`config.mk`:
```
export PLATFORM = sky130hd
export DESIGN_NAME = capp_response_resolver
export DESIGN_NICKNAME = d
export VERILOG_FILES = /design/src/rtl/capp_pkg.sv /design/src/rtl/capp_priority_encoder.sv /design/src/rtl/capp_response_resolver.sv
export SDC_FILE = /design/constraint.sdc
export NUM_CORES = 1
export LEC_CHECK = 0
export CORE_MARGIN = 2
export CORE_UTILIZATION = 57
export CTS_BUF_LIST = sky130_fd_sc_hd__clkbuf_8
export CTS_CLUSTER_SIZE = 12
export DETAILED_ROUTE_END_ITERATION = 6
export PLACE_DENSITY = 0.93
export SLEW_MARGIN = 20
export SYNTH_ARGS = -nofsm -noshare
export SYNTH_HDL_FRONTEND = slang
export SYNTH_SLANG_ARGS = --single-unit
export TNS_END_PERCENT = 100
```
`constraint.sdc`:
```
create_clock -name clk -period 14.3 [get_ports clk]
set_input_delay 1.43 -clock clk [delete_from_list [all_inputs] [get_ports clk]]
set_output_delay 1.43 -clock clk [all_outputs]
set_load 0.1 [all_outputs]
```
`src/rtl/capp_pkg.sv`:
```
// Shared CAPP definitions: array geometry, resolver state encoding and derived widths.
package capp_pkg;

    localparam int unsigned CAPP_WORDS = 100;
    localparam int unsigned CAPP_BITS  = 32;
    localparam int unsigned CAPP_IDX_W = $clog2(CAPP_WORDS);
    localparam int unsigned CAPP_CNT_W = $clog2(CAPP_WORDS + 1);

    typedef enum logic [0:0] {
        RES_IDLE = 1'b0,
        RES_ITER = 1'b1
    } res_state_e;

endpackage

```
`src/rtl/capp_priority_encoder.sv`:
```
// Lowest-set-bit encoder: binary index plus isolated one-hot of the winning bit.
module capp_priority_encoder #(
    parameter int unsigned WORDS = 100,
    parameter int unsigned IDX_W = $clog2(WORDS)
) (
    input  logic [WORDS-1:0] vec_i,
    output logic [IDX_W-1:0] idx_o,
    output logic [WORDS-1:0] onehot_o
);

    // Scan from the top so the lowest set bit is the last assignment to win.
    always_comb begin
        idx_o = '0;
        for (int i = int'(WORDS) - 1; i >= 0; i--) begin
            if (vec_i[i]) begin
                idx_o = IDX_W'(i);
            end
        end
    end

    assign onehot_o = vec_i & (~vec_i + WORDS'(1));

endmodule

```
`src/rtl/capp_response_resolver.sv`:
```
// Multiple-response resolver: latches a tag vector, counts responders and
// streams their indices lowest first, one per handshake.
module capp_response_resolver
    import capp_pkg::*;
#(
    parameter int unsigned WORDS = CAPP_WORDS,
    parameter int unsigned IDX_W = $clog2(WORDS),
    parameter int unsigned CNT_W = $clog2(WORDS + 1)
) (
    input  logic             clk,
    input  logic             rst,
    input  logic [WORDS-1:0] tag_in,
    input  logic             capture,
    output logic             resp_valid,
    input  logic             resp_ready,
    output logic [IDX_W-1:0] resp_index,
    output logic             resp_last,
    output logic [WORDS-1:0] sel_lines,
    output logic [CNT_W-1:0] resp_count,
    output logic             some_resp,
    output logic             busy,
    output logic             done
);

    localparam logic [0:0] ST_IDLE = 1'(RES_IDLE);
    localparam logic [0:0] ST_ITER = 1'(RES_ITER);

    logic [0:0]       state_q,   state_d;
    logic [WORDS-1:0] pending_q, pending_d;
    logic [CNT_W-1:0] remain_q,  remain_d;
    logic [CNT_W-1:0] count_q,   count_d;
    logic             done_q,    done_d;
    logic [CNT_W-1:0] tag_cnt;
    logic [IDX_W-1:0] enc_idx;
    logic [WORDS-1:0] enc_onehot;

    function automatic logic [CNT_W-1:0] popcount(input logic [WORDS-1:0] v);
        logic [CNT_W-1:0] c;
        c = '0;
        for (int i = 0; i < int'(WORDS); i++) begin
            c = c + CNT_W'(v[i]);
        end
        return c;
    endfunction

    capp_priority_encoder #(
        .WORDS (WORDS),
        .IDX_W (IDX_W)
    ) u_penc (
        .vec_i    (pending_q),
        .idx_o    (enc_idx),
        .onehot_o (enc_onehot)
    );

    assign tag_cnt = popcount(tag_in);

    // Capture wins over a same-cycle handshake; that handshake is simply dropped.
    always_comb begin
        state_d   = state_q;
        pending_d = pending_q;
        remain_d  = remain_q;
        count_d   = count_q;
        done_d    = 1'b0;
        if (capture) begin
            pending_d = tag_in;
            remain_d  = tag_cnt;
            count_d   = tag_cnt;
            if (tag_cnt == '0) begin
                state_d = ST_IDLE;
                done_d  = 1'b1;
            end else begin
                state_d = ST_ITER;
            end
        end else if (state_q == ST_ITER && resp_ready) begin
            pending_d = pending_q & ~enc_onehot;
            remain_d  = remain_q - CNT_W'(1);
            if (remain_q == CNT_W'(1)) begin
                state_d = ST_IDLE;
                done_d  = 1'b1;
            end
        end
    end

    always_ff @(posedge clk) begin
        if (rst) begin
            state_q   <= ST_IDLE;
            pending_q <= '0;
            remain_q  <= '0;
            count_q   <= '0;
            done_q    <= 1'b0;
        end else begin
            state_q   <= state_d;
            pending_q <= pending_d;
            remain_q  <= remain_d;
            count_q   <= count_d;
            done_q    <= done_d;
        end
    end

    assign resp_valid = (state_q == ST_ITER);
    assign resp_index = resp_valid ? enc_idx : '0;
    assign sel_lines  = resp_valid ? enc_onehot : '0;
    assign resp_last  = resp_valid && (remain_q == CNT_W'(1));
    assign resp_count = count_q;
    assign some_resp  = (count_q != '0);
    assign busy       = (state_q == ST_ITER);
    assign done       = done_q;

endmodule
```
## Yosys cells after proc, flatten, opt, wreduce, memory -nomap -nowiden

Index checks and enable logic that the tools add are counted.

- Bits in registers: 116
- Output and inout port bits: 119

- $add $sub $neg: 101
- Equality and inequality tests: 1
- Multiplexer cells: 114
- Bitwise logic cells: 4
- Reduce and logical (&&, ||, !) cells: 7

Operators with widths:

| kind | number |
|---|---|
| $mux W7 | 103 |
| $add A7 B1 Y7 | 93 |
| $mux W100 | 3 |
| $and A100 B100 Y100 | 2 |
| $not A100 Y100 | 2 |
| $add A100 B1 Y100 const B | 1 |
| $mux W1 | 8 |
| $add A6 B1 Y7 | 1 |
| $eq A7 B1 Y1 const B | 1 |
| $logic_not A7 Y1 | 1 |
| $reduce_bool A7 Y1 | 1 |
| $sub A7 B1 Y7 const B | 1 |
| $add A5 B1 Y6 | 1 |
| $add A4 B1 Y5 | 1 |
| $add A3 B1 Y4 | 1 |
| $reduce_bool A2 Y1 | 2 |
| $add A2 B1 Y3 | 1 |
| $add A1 B1 Y2 | 1 |
| $logic_and A1 B1 Y1 | 2 |
| $reduce_and A2 Y1 | 1 |

## Longest topological paths before layout

Gate-level depths: netlist of the first run.

- Word-level depth: 102
- Gate-level depth with buffers: 24

## Hierarchy

A second synthesis of the first run with hierarchy kept.

- Cells, all modules: 1413
- Area total of the unflattened synthesis: 10507.6 µm²

Modules (own cells, without submodules):

| module | instances | cells each | area an instance (µm²) | sequential area each (µm²) |
|---|---|---|---|---|
| capp_response_resolver | 1 | 1016 | 8125.3 | 2322.2 |
| capp_priority_encoder | 1 | 397 | 2382.3 | 0.0 |

## Worst setup path before layout of the first run

OpenSTA, ideal clock, no wires.

- Path kind: input port to flip-flop
- From: in tag_in[83]
- To: reg state_q (netlist: busy)
- Setup time: 0.080 ns
- Arrival time: 7.504 ns
- Required time: 14.220 ns
- Setup slack: 6.717 ns
- Stages on the path: 24
- Path through: fa_1 > inv_1 > fa_1 > fa_1 > inv_1 > fa_1 > inv_1 > fa_1 > inv_1 > fa_1 > inv_1 > fa_1 > fa_1 > fa_1 > inv_1 > ha_1 > inv_1 > fa_1 > nand2b_1 > a21oi_1 > xor2_1 > nor3_1 > a32oi_1 > nor3b_1

- Word-level cells in the longest chain between the ends: 20

Ends and longest elaborated chain:

| what | line | text |
|---|---|---|
| start: declaration | capp_response_resolver.sv:12 | `input logic [WORDS-1:0] tag_in,` |
| $add A7 B1 Y7 (17 in a row) | capp_response_resolver.sv:41 | `c = c + CNT_W'(v[i]);` |
| $logic_not A7 Y1 | capp_response_resolver.sv:68 | `if (tag_cnt == '0) begin` |
| $mux W1 | capp_response_resolver.sv:68 |  |
| $mux W1 | capp_response_resolver.sv:64 | `if (capture) begin` |
| end signal: assignment | capp_response_resolver.sv:92 | `state_q <= state_d;` |
| end: declaration | capp_response_resolver.sv:28 | `logic [0:0] state_q, state_d;` |

Every way passes these cells.
A chain may end at the register's enable or synchronous reset.

## Worst setup path after layout of the first run

- From: in tag_in[47]
- To: reg state_q (netlist: busy)

- Word-level cells in the longest chain between the ends: 56

Ends and longest elaborated chain:

| what | line |
|---|---|
| $add A7 B1 Y7 (53 in a row) | capp_response_resolver.sv:41 |
| $logic_not A7 Y1 | capp_response_resolver.sv:68 |
| $mux W1 | capp_response_resolver.sv:68 |
| $mux W1 | capp_response_resolver.sv:64 |

Every way passes these cells.

==> results.py, run 1 <==
metrics = {
    "outcome": {
        "status": "complete, no violations",
    },
    "cells_and_area": {
        "final_cell_mix": "clkdlybuf4s50_1, inv_1, nor2_1",
        "syn_to_final_growth_pct": 27.3,
        "final.fill_count": 1361,
        "drive_gt1_share_pct": 4.72,
        "diodes": 0,
        "fin_nets": 1662,
        "layout_commonest_cell": "clkdlybuf4s50_1",
    },
    "clock_tree": {
        "postCtsResizedCells": 0,
        "cts_buffers": 17,
        "clock_latency_ns": 0.48,
        "root_buffer": "clkbuf_8",
        "cts.htree.levels": 4,
        "post_cts_buffers": 0,
        "clkSinkCount": 116,
        "clk_pin_slew_ns": 0.08,
        "cts_tree": "built",
        "cts_max_path_buffers": 2,
        "cts_hold_buffers": 0,
    },
    "detailed_routing": {
        "num_vias": 11300,
        "wire_per_inst_um": 24.0,
        "drtIter0Drc": 1662,
        "finalWirelength_um": 40500,
        "drtPass1Iterations": 6,
        "antenna_left": 0,
        "drc": 0,
        "viasPerCell": 6.67,
    },
    "critical_path": {
        "critical_path.max_fanout": 3,
        "cp-startpoint": "tag_in[47]",
        "startpoint_type": "primary input",
        "r2r_start": "pending_q[52]$_SDFFE_PP0P_",
        "critical_path_class": "in2reg",
        "r2r-end": "pending_q[77]$_SDFFE_PP0P_",
        "endpoint": "busy$_SDFFE_PP0P_",
        "cp-end-kind": "flip-flop",
        "worstPathRequired_ns": 14.69,
        "r2r_cells": 6,
        "cp.arrival_ns": 8.53,
        "reg2reg_slack_ns": 10.43,
    },
    "yosys": {
        "yosys_warnings": 0,
        "postSynth.asyncResetShare_pct": 0,
        "yosysUniqueCellTypes": 72,
        "ys_seq_area_share_pct": 23.1,
        "synth_top_area_share_pct": 23.1,
        "yosys_most_used_dff": "dfxtp_1",
        "syn_nets": 1468,
        "syn-cell-area_um2": 10000,
        "synth.avg_cell_area_um2": 8.00,
        "netlist_instances": 1255,
        "yosys-top-cells-area": "dfxtp_1, fa_1, inv_1",
        "synth_edf_count": 0,
        "synth_largest_area_cell": "dfxtp_1",
        "ys_ff_latch": 116,
    },
    "floorplanning": {
        "start_util_pct": 58.3,
        "fp.dieH_um": 137,
        "rows": 48,
        "die_w_um": 137,
        "io_pins": 223,
        "die-area_um2": 18700,
        "core_area_um2": 17200,
    },
    "placed_design": {
        "hpwl_um": 31300,
        "port-buffer-count": 222,
        "gp_congestion": 1.05,
    },
    "global_routing": {
        "antenna_found_initial": 1,
        "grt_pass1_vias": 10700,
        "track_usage_pct": 43.8,
        "grt_overflow_total": 0,
        "grt_pass1_wl_um": 61300,
        "grt_max_degree": 76,
    },
    "timing": {
        "setup_viol": 0,
        "fin_tns_setup_ns": 0,
        "rsz0062_at_grt": "false",
        "timing_hold_violations_final": 0,
        "min_period_ns": 8.15,
        "timing.slew.headroom_pct": 18.2,
        "finClkSkew_ns": 0.0227,
        "hold_slack_ns": 0.493,
        "worstMarginPinSlew_ns": 1.22,
        "fmax_ghz": 0.123,
        "fin_crit_sh_pct": 57.0,
        "slew_viol_final": 0,
    },
    "run": {
        "drv_cap": 0,
    },
    "hold_path": {
        "hold_path_startpoint": "resp_count[6]$_SDFFE_PP0P_",
        "hp-class": "reg2reg",
    },
}
[cell usage after synthesis (all sizes together) (18+ instances only)]
library cell / count
inv: 160
o21ai: 24
nor4: 53
ha: 21
fa: 88
and2: 25
dfxtp: 116
clkbuf: 47
a21oi: 68
nand2: 107
a32o: 42
or4: 18
a211oi: 19
nor2: 125
nor3: 56
and3: 73
nand3: 33
[area by class of cell]
| class | count | area (um^2) | area share, % |
|---|---|---|---|
| clock buffer | 17 | 234 | 1.83 |
| inverter | 161 | 604 | 4.73 |
| sequential | 116 | 2320 | 18.2 |
| clock inverter | 15 | 145 | 1.14 |
| timing repair buffer | 235 | 2310 | 18.1 |
| multi-input combinational | 918 | 6880 | 53.9 |
| tap | 225 | 282 | 2.20 |
[critical path: stages]
cell	delay, ns
clkdlybuf4s50_1	0.45
fa_1	0.66
inv_1	0.09
fa_1	0.50
fa_1	0.44
fa_1	0.54
inv_1	0.05
fa_1	0.47
inv_1	0.05
fa_1	0.49
fa_1	0.50
fa_1	0.57
fa_1	0.43
inv_1	0.07
ha_1	0.16
inv_1	0.06
fa_1	0.38
nand2b_1	0.17
a21oi_1	0.17
xor2_1	0.29
nor3_1	0.10
a32oi_1	0.24
nor3b_1	0.22
[how the worst min path moves through the flow]
| stage | to | slack [ns] | depth (start not counted) |
|---|---|---|---|
| after floorplan | pending_q[43]$_SDFFE_PP0P_ | 0.49 | 2 |
| after global placement | resp_count[6]$_SDFFE_PP0P_ | 0.46 | 2 |
| after detailed placement | resp_count[6]$_SDFFE_PP0P_ | 0.48 | 2 |
| after CTS | resp_count[6]$_SDFFE_PP0P_ | 0.49 | 2 |
| after global routing | resp_count[6]$_SDFFE_PP0P_ | 0.51 | 2 |
| final | resp_count[6]$_SDFFE_PP0P_ | 0.49 | 2 |
[state kept, by name (all words and copies together), names as in the netlist]
register    cells
resp_count      7
pending_q     100
remain_q        7
done            1
busy            1
[layer usage]
metal,wire length [um],vias to the layer above,global-route usage [%]
met5,13,-,0
met2,18000,944,66.2
li1,-,4836,-
met4,2190,2,20.8
met3,5110,175,10.3
met1,15200,5297,59.4
[stage by stage]
step	setup slack [ns]	cell area, um^2	std cells	util [%]
3_3_place_gp	5.93	12400	1655	72.0
5_1_grt	5.83	12800	1687	74.2
2_1_floorplan	6.72	10000	1255	-
6_report	6.15	12800	1687	74.2
3_5_place_dp	5.75	12400	1655	72.0
4_1_cts	6.16	12800	1687	74.2
[logic make-up after synthesis]
logic type,count (synthesis),synth area share [%]
mux,16,1.61
compound gates,223,15.9
simple gates,560,29.8
buf+inv,221,8.46
flops,116,23.1
xor+xnor,10,0.872
fa+ha+maj,109,20.2
Power of run 1 is not shown: default switching activity piles up to over one toggle a cycle in this logic, so the estimate is an artifact.
==> inputs of run 2 (changes only) <==
Settings changed: CORE_UTILIZATION 57 to 48, PLACE_DENSITY 0.93 to 0.84.
Clock period 14.3 ns to 7 ns, I/O delays scaled along.
==> run 2 against run 1 <==
The flow now finishes with violations (design-rule violations); clock-buffer cell count did not move; global-route usage fell by 7.1 points; cell area rose by 2.1%; routed wire length rose by 0.63%; register-to-register slack got worse by 7.2 ns; core utilization fell by 10 points; non-clock buffer count rose by 43; critical path type unchanged.
==> results.py, run 2 (synthesis gave the netlist of run 1 again) <==
metrics = {
    "global_routing": {
        "grt_pass1_vias": 10700,
        "grt_pass1_wl_um": 61200,
        "track_usage_pct": 36.8,
        "grt_overflow_total": 0,
        "grt_max_degree": 76,
        "antenna_found_initial": 0,
    },
    "critical_path": {
        "critical_path.max_fanout": 2,
        "cp-end-kind": "flip-flop",
        "cp_slowest_stage_delay_ns": 0.57,
        "startpoint_type": "primary input",
        "cp_cell_sequence": "dlygate4sd2_1 -> fa_1 -> fa_1 -> inv_2 -> fa_2 -> fa_1 -> inv_1 -> fa_1 -> inv_1 -> fa_2 -> fa_1 -> fa_1 -> fa_1 -> inv_1 -> ha_2 -> inv_2 -> fa_2 -> nand2b_4 -> a21oi_2 -> xor2_1 -> buf_4 -> buf_4 -> nor2_1 -> a211oi_1",
        "cp.arrival_ns": 7.31,
        "critical_path_class": "in2reg",
        "cp-startpoint": "tag_in[65]",
        "worstPathRequired_ns": 7.37,
        "crit_top_cell": "fa_1",
        "worst-path-buf-inv": 8,
        "r2r_start": "pending_q[52]$_SDFFE_PP0P_",
        "cpLargestDelayFamily": "adder cells",
        "crit_path_top_delay_cell": "fa_1",
    },
    "cells_and_area": {
        "diodes": 0,
        "largest-register": "pending_q",
        "largest_reg_flops": 100,
        "syn_to_final_growth_pct": 30.0,
        "final_cell_mix": "clkdlybuf4s50_1, inv_1, nor2_1",
        "drive_gt1_share_pct": 11.4,
        "layout_commonest_cell": "clkdlybuf4s50_1",
        "fin_nets": 1705,
    },
    "outcome": {
        "status": "finished, violations left",
        "violations": "design-rule violations",
    },
    "timing": {
        "timing.slew.headroom_pct": 19.3,
        "min_period_ns": 6.94,
        "worstMarginPinSlew_ns": 1.20,
        "fin_tns_setup_ns": 0,
        "finClkSkew_ns": 0.0171,
        "timing_hold_violations_final": 0,
        "rsz0062_at_grt": "true",
        "slew_viol_final": 0,
        "setup_viol": 0,
        "fin_crit_sh_pct": 99.1,
        "fmax_ghz": 0.144,
    },
    "placed_design": {
        "gp_congestion": 1.05,
        "hpwl_um": 31800,
        "port-buffer-count": 222,
    },
    "clock_tree": {
        "root_buffer": "clkbuf_8",
        "cts_max_path_buffers": 2,
        "cts.htree.levels": 4,
        "clock_latency_ns": 0.48,
        "clkSinkCount": 116,
        "clk_pin_slew_ns": 0.07,
        "cts_tree": "built",
        "cts_buffers": 17,
    },
    "detailed_routing": {
        "drtPass1Iterations": 7,
        "antenna_left": 0,
        "finalWirelength_um": 40700,
        "drtIter0Drc": 1253,
        "viasPerCell": 6.25,
        "wire_per_inst_um": 22.9,
        "drc": 1,
        "num_vias": 11100,
    },
    "hold_path": {
        "hp-class": "in2reg",
        "hold_path_startpoint": "tag_in[29]",
    },
    "floorplanning": {
        "rows": 52,
        "core_area_um2": 20400,
        "start_util_pct": 49.3,
        "fp.dieH_um": 149,
        "die_w_um": 149,
        "io_pins": 223,
        "die-area_um2": 22100,
    },
    "run": {
        "drv_cap": 0,
    },
}
==> run 2: worst paths after layout <==
check,to,slack (ns),depth (start not counted)
hold / removal,pending_q[29]$_SDFFE_PP0P_,0.46,2
hold reg to reg,resp_count[4]$_SDFFE_PP0P_,0.49,2
setup / recovery,remain_q[4]$_SDFFE_PP0P_,0.06,24
setup reg to reg,pending_q[77]$_SDFFE_PP0P_,3.22,6
==> run 2: through the flow <==
step	hold slack [ns]	cells	util [%]	setup slack, ns	area (um^2)
2_1_floorplan	0.491	1255	-	0.147	10000
3_3_place_gp	0.463	1742	62.7	-0.580	12800
3_5_place_dp	0.481	1742	62.7	-0.802	12800
4_1_cts	0.491	1774	64.5	0.00371	13100
5_1_grt	0.472	1775	64.1	-0.124	13000
6_report	0.462	1775	64.1	0.0621	13000
==> run 2: cell type report <==
| cell class | instances | area, um^2 |
|---|---|---|
| timing repair buffer | 278 | 2480 |
| tap | 270 | 338 |
| sequential | 116 | 2320 |
| clock inverter | 15 | 143 |
| clock buffer | 17 | 234 |
| multi-input combinational | 918 | 6920 |
| fill | 1827 | 7320 |
| inverter | 161 | 604 |
==> run 2: repair_timing <==
action / in CTS / in global routing
buffers inserted: 0 / 1
setup endpoints to repair: 9 / 9
hold buffers: 0 / 0
pin swaps: 37 / 42
gates resized for setup: 70 / 88
endpoints found under the hold margin: 0 / 0
==> run 2: layer usage <==
metal | vias to the layer above | wire length, um | part of all wire (%) | global-route usage (%)
met5 | - | 0 | 0 | 0
li1 | 4917 | - | - | -
met3 | 137 | 4640 | 11 | 8.13
met1 | 5277 | 15700 | 39 | 49.6
met4 | 0 | 2000 | 4.9 | 17.3
met2 | 762 | 18400 | 45 | 56.4
==> run 2: worst reg2reg max path, stage by stage, from the launching register on <==
cell and delay [ns]:
dfxtp_1 0.40, nor4_1 1.04, nand3b_1 0.20, or4b_1 0.80, nor3_1 0.76, nand4_1 0.19, a32o_1 0.30
Power of run 2 is left out for the same reason.
==> inputs of run 3 (changes only) <==
Settings changed: CORE_ASPECT_RATIO from default to 0.75, SETUP_SLACK_MARGIN from default to 0.15.
==> run 3 against run 2 <==
The flow now finishes without violations; via count grew 1.7%; first-iteration DRC count grew 32%; clock-buffer cell count grew 2; critical endpoint is now busy$_SDFFE_PP0P_.
==> results.py, run 3 (synthesis gave the netlist of run 1 again) <==
metrics = {
    "detailed_routing": {
        "drtPass1Iterations": 5,
        "viasPerCell": 6.24,
        "finalWirelength_um": 42300,
        "num_vias": 11300,
        "drtIter0Drc": 1660,
        "wire_per_inst_um": 23.4,
        "antenna_left": 0,
        "drc": 0,
    },
    "cells_and_area": {
        "largest-register": "pending_q",
        "fin_cells": 1806,
        "final_cell_mix": "clkdlybuf4s50_1, inv_1, nor2_1",
        "syn_to_final_growth_pct": 32.6,
        "drive_gt1_share_pct": 13.5,
        "register_area_um2": 2320,
        "fin_nets": 1722,
        "finalInstanceArea_um2": 13300,
        "layout_commonest_cell": "clkdlybuf4s50_1",
        "multiInputGateArea_um2": 6980,
        "fin_util_pct": 65.3,
        "final.fill_count": 1812,
        "largest_reg_flops": 100,
    },
    "critical_path": {
        "r2r_start": "pending_q[27]$_SDFFE_PP0P_",
        "crit_top_cell": "fa_1",
        "cp.arrival_ns": 7.16,
        "worstPathRequired_ns": 7.32,
        "cp_slowest_stage_delay_ns": 0.56,
        "critical_path_class": "in2reg",
        "startpoint_type": "primary input",
        "crit_path_top_delay_cell": "fa_2",
        "cp-startpoint": "tag_in[49]",
        "cp_cell_sequence": "clkdlybuf4s15_2 -> fa_1 -> inv_2 -> fa_2 -> fa_1 -> fa_1 -> inv_1 -> fa_1 -> inv_1 -> fa_1 -> fa_1 -> fa_1 -> fa_1 -> inv_2 -> ha_4 -> buf_4 -> buf_4 -> a211oi_2 -> o21bai_1 -> a21oi_2 -> xor2_1 -> a32oi_1 -> nor3b_2",
        "critical_path.max_fanout": 2,
        "cp-end-kind": "flip-flop",
    },
    "clock_tree": {
        "cts_tree": "built",
        "cts_buffers": 17,
        "root_buffer": "clkbuf_8",
        "cts.htree.levels": 4,
        "cts_max_path_buffers": 2,
        "clk_pin_slew_ns": 0.09,
        "clock_latency_ns": 0.47,
        "clkSinkCount": 116,
        "cts_hold_buffers": 0,
    },
    "floorplanning": {
        "io_pins": 223,
        "die-area_um2": 22100,
        "fp.dieH_um": 129,
        "core_area_um2": 20400,
        "start_util_pct": 49.3,
        "die_w_um": 171,
        "rows": 45,
    },
    "timing": {
        "setup_viol": 0,
        "fmax_ghz": 0.146,
        "timing.slew.headroom_pct": 24.2,
        "min_period_ns": 6.85,
        "hold_slack_ns": 0.466,
        "fin_crit_sh_pct": 97.8,
        "slew_viol_final": 0,
        "rsz0062_at_grt": "true",
        "timing_hold_violations_final": 0,
        "finClkSkew_ns": 0.0225,
        "worstMarginPinSlew_ns": 1.13,
    },
    "global_routing": {
        "grt_overflow_total": 0,
        "track_usage_pct": 38.0,
        "grt_max_degree": 75,
        "antenna_found_initial": 3,
        "grt_pass1_vias": 10500,
        "grt_pass1_wl_um": 62400,
    },
    "hold_path": {
        "hold_path_startpoint": "tag_in[83]",
        "hp-class": "in2reg",
    },
    "run": {
        "drv_cap": 0,
    },
    "outcome": {
        "status": "complete, no violations",
    },
    "placed_design": {
        "postPlaceCellArea_um2": 12900,
        "hpwl_um": 33000,
        "gp_congestion": 0.993,
        "dp.cells": 1771,
        "port-buffer-count": 222,
    },
}
-- run 3: changes by cell type in the layout (fill, tap and decap cells not counted), sizes merged, moves of 2 or more --
| cell | change |
|---|---|
| clkdlybuf4s15 | +2 |
| buf | +21 |
| clkbuf | -9 |
| dlymetal6s2s | +3 |
| dlygate4sd2 | +3 |
| diode | +2 |
-- run 3: path summary, 6_finish.rpt --
kind	to	slack, ns	depth (start not counted)
min	pending_q[83]$_SDFFE_PP0P_	0.47	3
min reg2reg	resp_count[3]$_SDFFE_PP0P_	0.49	2
max	busy$_SDFFE_PP0P_	0.15	23
max reg2reg	pending_q[77]$_SDFFE_PP0P_	3.24	6
-- run 3: routing by layer --
layer	track usage, %	wire [um]	vias to the layer above
met1	55.9	18100	5390
met3	10.9	5800	89
met5	0	0	-
li1	-	-	4958
met2	54.0	17200	841
met4	11.3	1170	0
-- run 3: cell type report --
class,count,share of cell area [%]
tap,282,2.65
clock inverter,13,0.949
antenna,2,0.0376
multi-input combinational,918,52.4
sequential,116,17.4
inverter,161,4.54
timing repair buffer,295,20.0
clock buffer,19,1.96
-- run 3: worst max-delay path, delay by kind of cell --
kind                     cells  cell delay [ns]
XOR/XNOR                     1             0.22
AND/OR/NAND/NOR              1             0.18
buffers and inverters        7             0.69
AO/OA/AOI/OAI                4             0.67
adder cells (fa/ha/maj)     10             4.70
-- run 3: per-stage QoR --
step / setup WS [ns] / TNS (ns)
after floorplan: 0.154 / 0
after global placement: -0.627 / -5.68
after detailed placement: -0.816 / -7.66
after CTS: 0.112 / 0
after global routing: -0.00173 / -0.00173
final: 0.153 / 0
-- run 3: timing repair --
item / CTS / global route
pin swaps: 46 / 62
resized for setup: 99 / 77
buffers inserted: 0 / 1
setup endpoints to repair: 12 / 10
Power of run 3 is left out for the same reason.
